--- src/rtl/controle_reproducao_m_pkg.sv ---
// Shared definitions for the melody player playback controller: state encoding and default
// debounce sizing.
package controle_reproducao_m_pkg;

    typedef enum logic [1:0] {
        OCIOSO  = 2'd0,
        TOCANDO = 2'd1,
        PAUSADO = 2'd2
    } state_t;

    localparam int LP_DEBOUNCE_DEFAULT = 1_000_000;
    localparam int LP_CNT_W_DEFAULT    = 20;

    // Encoding 2'd3 is unused; the FSM treats it as a fault and recovers to OCIOSO.
    function automatic logic is_legal_state(input logic [1:0] s);
        return (s != 2'd3);
    endfunction

endpackage

--- src/rtl/controle_reproducao_m_if.sv ---
// Board/sequencer-facing signals of the playback controller, with the controller on the
// slave side and the buttons/sequencer on the master side.
interface controle_reproducao_m_if;
    import controle_reproducao_m_pkg::*;

    logic play_btn;
    logic stop_btn;
    logic Fim_musica;
    logic Play_out;
    logic stop_out;
    logic Tocando;
    logic Pausado;

    modport master (
        output play_btn,
        output stop_btn,
        output Fim_musica,
        input  Play_out,
        input  stop_out,
        input  Tocando,
        input  Pausado
    );

    modport slave (
        input  play_btn,
        input  stop_btn,
        input  Fim_musica,
        output Play_out,
        output stop_out,
        output Tocando,
        output Pausado
    );

endinterface

--- src/rtl/controle_reproducao_m_debounce.sv ---
// Push-button conditioner: 2-FF synchronizer, polarity normalisation, stability counter and a
// single-cycle registered pulse on each accepted press.
module debounce_m
    import controle_reproducao_m_pkg::*;
#(
    parameter int DEBOUNCE_CYCLES = LP_DEBOUNCE_DEFAULT,
    parameter int CNT_W           = LP_CNT_W_DEFAULT,
    parameter bit BTN_ACTIVE_LOW  = 1'b1
) (
    input  logic i_clk,
    input  logic i_rst,
    input  logic i_btn,
    output logic o_press
);

    if (DEBOUNCE_CYCLES < 2 || (DEBOUNCE_CYCLES - 1) >= (2 ** CNT_W)) begin : g_param_check
        $error("debounce_m: DEBOUNCE_CYCLES must be >= 2 and DEBOUNCE_CYCLES-1 must fit in CNT_W bits");
    end

    localparam logic [CNT_W-1:0] LP_LAST = CNT_W'(DEBOUNCE_CYCLES - 1);
    // Raw level of a released button; the synchronizer resets to it so no false edge follows reset.
    localparam logic LP_IDLE = BTN_ACTIVE_LOW ? 1'b1 : 1'b0;

    logic             r_sync1;
    logic             r_sync2;
    logic             r_level;
    logic             r_level_d;
    logic             r_press;
    logic [CNT_W-1:0] r_cnt;
    logic             w_pressed;

    assign w_pressed = BTN_ACTIVE_LOW ? ~r_sync2 : r_sync2;

    always_ff @(posedge i_clk) begin
        if (i_rst) begin
            r_sync1   <= LP_IDLE;
            r_sync2   <= LP_IDLE;
            r_level   <= 1'b0;
            r_level_d <= 1'b0;
            r_press   <= 1'b0;
            r_cnt     <= '0;
        end else begin
            r_sync1   <= i_btn;
            r_sync2   <= r_sync1;
            r_level_d <= r_level;
            r_press   <= r_level & ~r_level_d;
            if (w_pressed == r_level) begin
                r_cnt <= '0;
            end else if (r_cnt == LP_LAST) begin
                r_level <= w_pressed;
                r_cnt   <= '0;
            end else begin
                r_cnt <= r_cnt + CNT_W'(1);
            end
        end
    end

    assign o_press = r_press;

endmodule

--- src/rtl/controle_reproducao_m.sv ---
// Playback control stage: debounces play/stop buttons and runs the OCIOSO/TOCANDO/PAUSADO
// state machine that drives the sequencer's Play_in level and stop_in pulse.
module controle_reproducao_m
    import controle_reproducao_m_pkg::*;
#(
    parameter int DEBOUNCE_CYCLES = LP_DEBOUNCE_DEFAULT,
    parameter int CNT_W           = LP_CNT_W_DEFAULT,
    parameter bit BTN_ACTIVE_LOW  = 1'b1
) (
    input  logic                        Clk,
    input  logic                        Reset,
    controle_reproducao_m_if.slave      bus
);

    if (DEBOUNCE_CYCLES < 2 || (DEBOUNCE_CYCLES - 1) >= (2 ** CNT_W)) begin : g_param_check
        $error("controle_reproducao_m: DEBOUNCE_CYCLES must be >= 2 and DEBOUNCE_CYCLES-1 must fit in CNT_W bits");
    end

    logic   w_press_play;
    logic   w_press_stop;
    state_t r_state;
    state_t w_state_next;
    logic   w_stop_next;
    logic   r_play_out;
    logic   r_stop_out;
    logic   r_tocando;
    logic   r_pausado;

    debounce_m #(
        .DEBOUNCE_CYCLES (DEBOUNCE_CYCLES),
        .CNT_W           (CNT_W),
        .BTN_ACTIVE_LOW  (BTN_ACTIVE_LOW)
    ) u_deb_play (
        .i_clk   (Clk),
        .i_rst   (Reset),
        .i_btn   (bus.play_btn),
        .o_press (w_press_play)
    );

    debounce_m #(
        .DEBOUNCE_CYCLES (DEBOUNCE_CYCLES),
        .CNT_W           (CNT_W),
        .BTN_ACTIVE_LOW  (BTN_ACTIVE_LOW)
    ) u_deb_stop (
        .i_clk   (Clk),
        .i_rst   (Reset),
        .i_btn   (bus.stop_btn),
        .o_press (w_press_stop)
    );

    // Priority: stop > end of song > play. A stop pulse is suppressed when the previous cycle
    // already issued one, so the sequencer never sees stop_in high on two consecutive cycles.
    always_comb begin
        w_state_next = r_state;
        w_stop_next  = 1'b0;
        if (!is_legal_state(r_state)) begin
            w_state_next = OCIOSO;
        end else if (w_press_stop) begin
            w_state_next = OCIOSO;
            w_stop_next  = ~r_stop_out;
        end else if (bus.Fim_musica && (r_state == TOCANDO)) begin
            w_state_next = OCIOSO;
            w_stop_next  = ~r_stop_out;
        end else if (w_press_play) begin
            case (r_state)
                OCIOSO:  w_state_next = TOCANDO;
                TOCANDO: w_state_next = PAUSADO;
                PAUSADO: w_state_next = TOCANDO;
                default: w_state_next = OCIOSO;
            endcase
        end
    end

    always_ff @(posedge Clk) begin
        if (Reset) begin
            r_state    <= OCIOSO;
            r_play_out <= 1'b0;
            r_stop_out <= 1'b0;
            r_tocando  <= 1'b0;
            r_pausado  <= 1'b0;
        end else begin
            r_state    <= w_state_next;
            r_play_out <= (w_state_next == TOCANDO);
            r_stop_out <= w_stop_next;
            r_tocando  <= (w_state_next == TOCANDO);
            r_pausado  <= (w_state_next == PAUSADO);
        end
    end

    assign bus.Play_out = r_play_out;
    assign bus.stop_out = r_stop_out;
    assign bus.Tocando  = r_tocando;
    assign bus.Pausado  = r_pausado;

endmodule

--- src/flat_wrapper.sv ---
// flat-port wrapper written by rule: the top's interface ports become plain ports
module controle_reproducao_m_flat import controle_reproducao_m_pkg::*;
#(
    parameter int DEBOUNCE_CYCLES = LP_DEBOUNCE_DEFAULT,
    parameter int CNT_W           = LP_CNT_W_DEFAULT,
    parameter bit BTN_ACTIVE_LOW  = 1'b1
)
  (Clk, Reset, bus_play_btn, bus_stop_btn, bus_Fim_musica, bus_Play_out, bus_stop_out, bus_Tocando, bus_Pausado);
  controle_reproducao_m_if bus_i ();
  input  logic Clk;
  input  logic Reset;
  input wire logic [$bits(bus_i.play_btn)-1:0] bus_play_btn;
  input wire logic [$bits(bus_i.stop_btn)-1:0] bus_stop_btn;
  input wire logic [$bits(bus_i.Fim_musica)-1:0] bus_Fim_musica;
  output wire logic [$bits(bus_i.Play_out)-1:0] bus_Play_out;
  output wire logic [$bits(bus_i.stop_out)-1:0] bus_stop_out;
  output wire logic [$bits(bus_i.Tocando)-1:0] bus_Tocando;
  output wire logic [$bits(bus_i.Pausado)-1:0] bus_Pausado;
  assign bus_i.play_btn = bus_play_btn;
  assign bus_i.stop_btn = bus_stop_btn;
  assign bus_i.Fim_musica = bus_Fim_musica;
  assign bus_Play_out = bus_i.Play_out;
  assign bus_stop_out = bus_i.stop_out;
  assign bus_Tocando = bus_i.Tocando;
  assign bus_Pausado = bus_i.Pausado;
  controle_reproducao_m #(.DEBOUNCE_CYCLES(DEBOUNCE_CYCLES), .CNT_W(CNT_W), .BTN_ACTIVE_LOW(BTN_ACTIVE_LOW)) u_core (.Clk(Clk), .Reset(Reset), .bus(bus_i));
endmodule
--- config.mk ---
export PLATFORM = sky130hd
export DESIGN_NAME = controle_reproducao_m_flat
export DESIGN_NICKNAME = d
export VERILOG_FILES = /design/src/rtl/controle_reproducao_m_pkg.sv /design/src/rtl/controle_reproducao_m_if.sv /design/src/rtl/controle_reproducao_m_debounce.sv /design/src/rtl/controle_reproducao_m.sv /design/src/flat_wrapper.sv
export SDC_FILE = /design/constraint.sdc
export NUM_CORES = 1
export LEC_CHECK = 0
export ABC_AREA = 1
export CAP_MARGIN = 20
export CORE_MARGIN = 10
export CORE_UTILIZATION = 60
export DETAILED_ROUTE_END_ITERATION = 16
export PLACE_DENSITY = 0.76
export SETUP_SLACK_MARGIN = 0.02
export SLEW_MARGIN = 0
export SYNTH_ARGS = -nofsm -noshare
export SYNTH_HDL_FRONTEND = slang
export SYNTH_SLANG_ARGS = --single-unit
export TNS_END_PERCENT = 30
--- constraint.sdc ---
create_clock -name Clk -period 1.9 [get_ports Clk]
set_clock_uncertainty 0.05 [all_clocks]
set_input_delay 0.38 -clock Clk [delete_from_list [all_inputs] [get_ports Clk]]
set_output_delay 0.38 -clock Clk [all_outputs]
set_load 0.01 [all_outputs]
==> results of run 1 <==
==> routing by layer <==
layer | share of wire [%] | up-vias | global-route usage [%]
met2 | 47 | 40 | 23.3
met1 | 47 | 963 | 16.8
met3 | 5.1 | 6 | 4.26
met5 | 0 | - | 0
li1 | - | 1151 | -
met4 | 1.2 | 0 | 4.19
==> flip-flops by register name, summed over array words and instances (netlist names) <==
signal,cells
u_core.u_deb_stop.r_level_d,1
u_core.u_deb_play.r_level,1
u_core.r_state,2
u_core.bus.stop_out,1
u_core.u_deb_stop.r_sync1,1
u_core.u_deb_play.o_press,1
u_core.u_deb_stop.r_sync2,1
u_core.u_deb_play.r_sync1,1
u_core.u_deb_stop.o_press,1
u_core.bus.Play_out,1
u_core.u_deb_stop.r_level,1
u_core.u_deb_play.r_level_d,1
u_core.u_deb_play.r_cnt,20
u_core.u_deb_play.r_sync2,1
u_core.bus.Pausado,1
u_core.u_deb_stop.r_cnt,20
==> area by class of cell <==
class / instances / area share (%)
clock inverters: 3 / 2.35
inverters: 34 / 4.45
well taps: 50 / 2.18
repair buffers: 10 / 3.75
flip-flops and latches: 55 / 38.4
multi-input cells: 266 / 46.5
clock buffers: 5 / 2.40
==> final timing paths <==
check / cells past startpoint / slack [ns] / end / from
max: 9 / 0.23 / u_core.u_deb_play.r_cnt[2] / u_core.u_deb_play.r_cnt[0]
min: 1 / 0.34 / u_core.u_deb_stop.o_press / u_core.u_deb_stop.r_level_d
max reg2reg: 9 / 0.23 / u_core.u_deb_play.r_cnt[2] / u_core.u_deb_play.r_cnt[0]
min reg2reg: 1 / 0.34 / u_core.u_deb_stop.o_press / u_core.u_deb_stop.r_level_d
==> cells by family after synthesis <==
| family | synth area share (%) |
|---|---|
| flip-flops | 42.2 |
| adder cells (fa/ha/maj) | 0.959 |
| XOR/XNOR | 6.38 |
| AO/OA/AOI/OAI | 5.95 |
| buffers and inverters | 6.62 |
| AND/OR/NAND/NOR | 37.9 |
==> layout by cell type, fill, tap and decap left out, types with 2 or more instances in the layout <==
cell type        Yosys  layout
nor2_2               3       3
nand2_2              5       5
nand2_1             79      79
clkdlybuf4s50_1      0       8
nand3_2              3       3
nand3_1             23      23
o21ai_0              5       5
a21oi_2              4       4
nor3_2               2       2
nor2_4               4       4
a211oi_1             2       2
ha_1                 2       2
clkbuf_8             0       5
a21oi_1             15      15
nand4_1              3       3
nor3_1               4       4
nand2_4              2       2
or2_2                6       6
xnor2_1             10      10
xor2_1               9       9
nand3b_1             2       2
inv_1               33      33
bufinv_16            0       2
dfxtp_1             55      55
nor2_1              78      78
==> power by group <==
group          total [mW]  switching (mW)  leakage (nW)  internal, mW
Clock               0.908           0.383        0.0644         0.525
Sequential           1.16         0.00332         0.444          1.16
Combinational      0.0330          0.0167         0.394        0.0163
Total                2.10           0.403         0.902          1.70
==> summary.md, run 1 <==
| Metric | Value |
|---|---|
| Starting Density | `63.4%` |
| Top_reg_cell synth | `dfxtp_1` |
| Final Cycle Share | `88.1%` |
| Vias in the first global route | `2021` |
| Top-area cell type share of the netlist area | `42.2%` |
| Buffer count from post-CTS setup fixing | `0` |
| Critical-path top delay cell | `dfxtp_1` |
| Drt wl/cell | `11.4 um` |
| Pin count of the biggest net entering global routing | `21` |
| Layout cells sized above 1 | `10.7%` |
| DP Area | `2730 um^2` |
| Syn nets | `367` |
| Final slew viol count | `0` |
| Least-Margin Pin Slew | `0.294 ns` |
| Clock Sinks | `55` |
| Synth async-reset ratio | `0%` |
| Port bufs | `8` |
| EDFF count, synth | `0` |
| CTS Buf Count | `5` |
| H-tree depth | `2` |
| Placed Cells | `415` |
| IO Pins | `9` |
| Worst slack, placed | `0.163 ns` |
| Drt drc | `0` |
| CP Data Required Time | `2.06 ns` |
| Final Hold Slack | `0.344 ns` |
| Drt via density | `5.11` |
| Max incr delay on CP | `0.41 ns` |
| DRT iter0 DRCs | `134` |
| Multi-input combinational cell area | `1340 um^2` |
| Post_cts resized | `0` |
| CTS tree | `done` |
| Peak supply drop | `505 uV` |
| CP bufs+invs | `2` |
| Crit path capture type | `flip-flop` |
| CP arrival | `1.83 ns` |
| Netlist cell types | `31` |
| CTS root buffer | `clkbuf_8` |
| Critical-path cell list | `ha_1 -> inv_1 -> nor2_4 -> nand2_4 -> nor2_4 -> nand2_2 -> nand2_2 -> buf_12 -> nor2_1` |
| First-pass GRT wire length | `8690 um` |
| Yosys Warn Count | `0` |
| Die ar. | `7390 um^2` |
| Power per cell area | `732 nW/um^2` |
| Kind of cell adding the most delay to the critical path | `simple AND/OR/NAND/NOR gates` |
| Placeable core area | `4120 um^2` |
| Initial antenna violation count | `0` |
| Max-slew headroom | `80.4%` |
| Die height | `85.9 um` |
| Row cnt | `23` |
| Total vias in the final route | `2160` |
| DRT antenna net count | `0` |
| Tot GR Track Use | `14.0%` |
| Drt pass-1 iters | `4` |
| Seq/Total Area, Yosys | `42.2%` |
| Clk_lat worst skew | `0.31 ns` |
| Overall power | `2.10 mW` |
| Final Non-Filler Cells | `423` |
| Final Hold Fails | `0` |
| Final #Nets | `379` |
| Clk buf depth | `2` |
| Commonest cells in the netlist | `nand2_1, nor2_1, dfxtp_1` |
| Synth Instances | `360` |
| Mapped Area | `2610 um^2` |
| CP Class | `flip-flop to flip-flop` |
| Post-layout util | `69.7%` |
| HP Class | `flip-flop to flip-flop` |
| Overflow after GRT | `0` |
| Storage element area | `1100 um^2` |
| Tmin final | `1.67 ns` |
| Max-Cap Viols | `0` |
| Cell area after layout | `2870 um^2` |
| Yosys reg bits | `55` |
| CP Launch Type | `flip-flop` |
| Synth top area cells | `dfxtp_1, nand2_1, nor2_1, inv_1, nand3_1` |
| Post-synth top area cell | `dfxtp_1` |
| FMAX | `597 MHz` |
| N_diodes | `0` |
| Status | `finished clean` |
| TNS Setup | `0 ns` |
| Post-DP HPWL | `3430 um` |
| RSZ-0062 raised after global routing | `no` |
| CP max FO | `20` |
| Final WS setup | `0.226 ns` |
| Routed wire length | `4830 um` |
| Number of fill cells | `356` |
| Pleak | `0.902 nW` |
| Mean Syn Cell Area | `7.25 um^2` |
| Post-cts hold buffer count | `0` |
| Final number of setup-violating endpoints | `0` |
| Clock transition at path regs | `0.09 ns` |
| GP Congestion | `0.878` |
| Layout area overhead | `10.0%` |
| Die width | `85.9 um` |
| Dominant cell by count in the synthesized netlist | `nand2_1` |
Note: power is estimated with default switching activity, not from simulation.
==> run 2, diff against run 1 <==
--- a/config.mk
+++ b/config.mk
@@ -6,13 +6,12 @@
 export NUM_CORES = 1
 export LEC_CHECK = 0
 export ABC_AREA = 1
-export CAP_MARGIN = 20
 export CORE_MARGIN = 10
 export CORE_UTILIZATION = 60
 export DETAILED_ROUTE_END_ITERATION = 16
 export PLACE_DENSITY = 0.76
 export SETUP_SLACK_MARGIN = 0.02
-export SLEW_MARGIN = 0
+export SLEW_MARGIN = 40
 export SYNTH_ARGS = -nofsm -noshare
 export SYNTH_HDL_FRONTEND = slang
 export SYNTH_SLANG_ARGS = --single-unit
==> results of run 2 <==
Final layout, timing and power as in run 1 (identical DEF).
==> run 3, diff against run 2 <==
--- a/config.mk
+++ b/config.mk
@@ -11,6 +11,7 @@
 export DETAILED_ROUTE_END_ITERATION = 16
 export PLACE_DENSITY = 0.76
 export SETUP_SLACK_MARGIN = 0.02
+export SKIP_LAST_GASP = 1
 export SLEW_MARGIN = 40
 export SYNTH_ARGS = -nofsm -noshare
 export SYNTH_HDL_FRONTEND = slang
==> constraint.sdc (replaced) <==
create_clock -name Clk -period 1.9 [get_ports Clk]
set_clock_uncertainty 0.05 [all_clocks]
set_input_delay 0.285 -clock Clk [delete_from_list [all_inputs] [get_ports Clk]]
set_output_delay 0.285 -clock Clk [all_outputs]
set_load 0.01 [all_outputs]
==> summary.md, run 3 (same netlist as run 1, synthesis figures left out) <==
| Metric | Value |
|---|---|
| Status | `finished clean` |
| Least-Margin Pin Slew | `0.306 ns` |
| Max-slew headroom | `79.6%` |
| Pin count of the biggest net entering global routing | `21` |
| Tmin final | `1.64 ns` |
| Max-Cap Viols | `0` |
| Clk_lat worst skew | `0.30 ns` |
| Post-DP HPWL | `3530 um` |
| FMAX | `609 MHz` |
| Tot GR Track Use | `12.9%` |
| Grt met2 use | `21.6%` |
| Power per cell area | `650 nW/um^2` |
| Busiest grt layer | `met2` |
| Die height | `85.9 um` |
| Placeable core area | `4120 um^2` |
| Max incr delay on CP | `0.42 ns` |
| GP Congestion | `0.894` |
| CP max FO | `20` |
| Post-cts hold buffer count | `0` |
| Buffer count from post-CTS setup fixing | `0` |
| Clock Sinks | `55` |
| CP Data Required Time | `2.05 ns` |
| Crit path capture type | `flip-flop` |
| CP arrival | `1.79 ns` |
| Initial antenna violation count | `0` |
| Register-to-Register Path Depth | `9` |
| Final slew viol count | `0` |
| CP Class | `flip-flop to flip-flop` |
| Most frequent cells in the layout | `nand2_1, nor2_1, dfxtp_1` |
| Row cnt | `23` |
| Cell area after layout | `2830 um^2` |
| Commonest non-fill, non-tap cell in the layout | `nand2_1` |
| Final Hold Fails | `0` |
| Critical-path cell list | `ha_1 -> inv_1 -> nor2_4 -> nand2_4 -> nor2_4 -> nand2_2 -> nand2_2 -> buf_12 -> nor2_1` |
| Peak supply drop | `558 uV` |
| CTS root buffer | `clkbuf_8` |
| Final #Nets | `380` |
| CP Launch Type | `flip-flop` |
| Clk buf depth | `2` |
| Die width | `85.9 um` |
| First-pass GRT wire length | `8130 um` |
| RSZ-0062 raised after global routing | `no` |
| Drt pass-1 iters | `4` |
| Overflow after GRT | `0` |
| Vias in the first global route | `1933` |
| Total vias in the final route | `2159` |
| Final Cycle Share | `86.5%` |
| Critical-path top delay cell | `dfxtp_1` |
| Drt wl/cell | `10.9 um` |
| HP Class | `flip-flop to flip-flop` |
| Hold depth | `1` |
| Met1 Use GR | `15.6%` |
| Top flop regs | `u_core.u_deb_play.r_cnt: 20 flops, u_core.u_deb_stop.r_cnt: 20 flops, u_core.r_state: 2 flops` |
| Drt drc | `0` |
| CTS tree | `done` |
| DRT antenna net count | `0` |
| Layout cells sized above 1 | `11.0%` |
| Starting Density | `63.4%` |
| Final number of setup-violating endpoints | `0` |
| Layout area overhead | `8.59%` |
| DRT iter0 DRCs | `100` |
| Post-layout util | `68.8%` |
| Post_cts resized | `0` |
| DP Area | `2740 um^2` |
| IO Pins | `9` |
| Die ar. | `7390 um^2` |
| Port bufs | `8` |
| TNS Setup | `0 ns` |
| Pleak | `0.891 nW` |
| H-tree depth | `2` |
| Met3 usage | `3.50%` |
| CTS Buf Count | `5` |
| Routed wire length | `4600 um` |
| N_diodes | `0` |
| Drt via density | `5.09` |
| Clock transition at path regs | `0.10 ns` |
## run 3: final timing paths
path                                     from                    endpoint  slack (ns)
setup / recovery   u_core.u_deb_play.r_cnt[0]  u_core.u_deb_play.r_cnt[3]        0.26
hold / removal    u_core.u_deb_play.r_level_d   u_core.u_deb_play.o_press        0.35
setup reg to reg   u_core.u_deb_play.r_cnt[0]  u_core.u_deb_play.r_cnt[3]        0.26
hold reg to reg   u_core.u_deb_play.r_level_d   u_core.u_deb_play.o_press        0.35
## run 3: where the power goes
group	switching (mW)	internal (mW)
clock network	0.383	0.265
logic	0.0166	0.0176
registers	0.00332	1.16
total	0.403	1.44
## run 3: final cells by class
cell class / count / area, um^2
repair buffers: 11 / 115
flip-flops and latches: 55 / 1100
fillers: 368 / 1280
well taps: 50 / 62.6
clock inverters: 3 / 22.5
multi-input cells: 266 / 1340
inverters: 34 / 128
clock buffers: 5 / 68.8
## run 3: worst max-delay path, delay by kind of cell (launching register included)
kind / cells / cell delay, ns
DFF: 1 / 0.42
and+or+nand+nor: 6 / 0.57
buffers and inverters: 2 / 0.25
adders and majority gates: 1 / 0.25
## run 3: through the flow
stage	total power [mW]	hold WS (ns)	std cells	setup WS (ns)
2_1_floorplan	1.21	0.323	360	0.409
3_3_place_gp	1.22	0.330	416	0.268
3_5_place_dp	1.22	0.332	416	0.231
4_1_cts	1.86	0.346	424	0.241
5_1_grt	1.92	0.364	424	0.110
6_report	1.84	0.346	424	0.257
## run 3: routing by layer
layer / vias up / share of wire, %
li1: 1158 / -
met1: 980 / 49
met5: - / 0
met4: 0 / 0.50
met3: 2 / 3.2
met2: 19 / 47
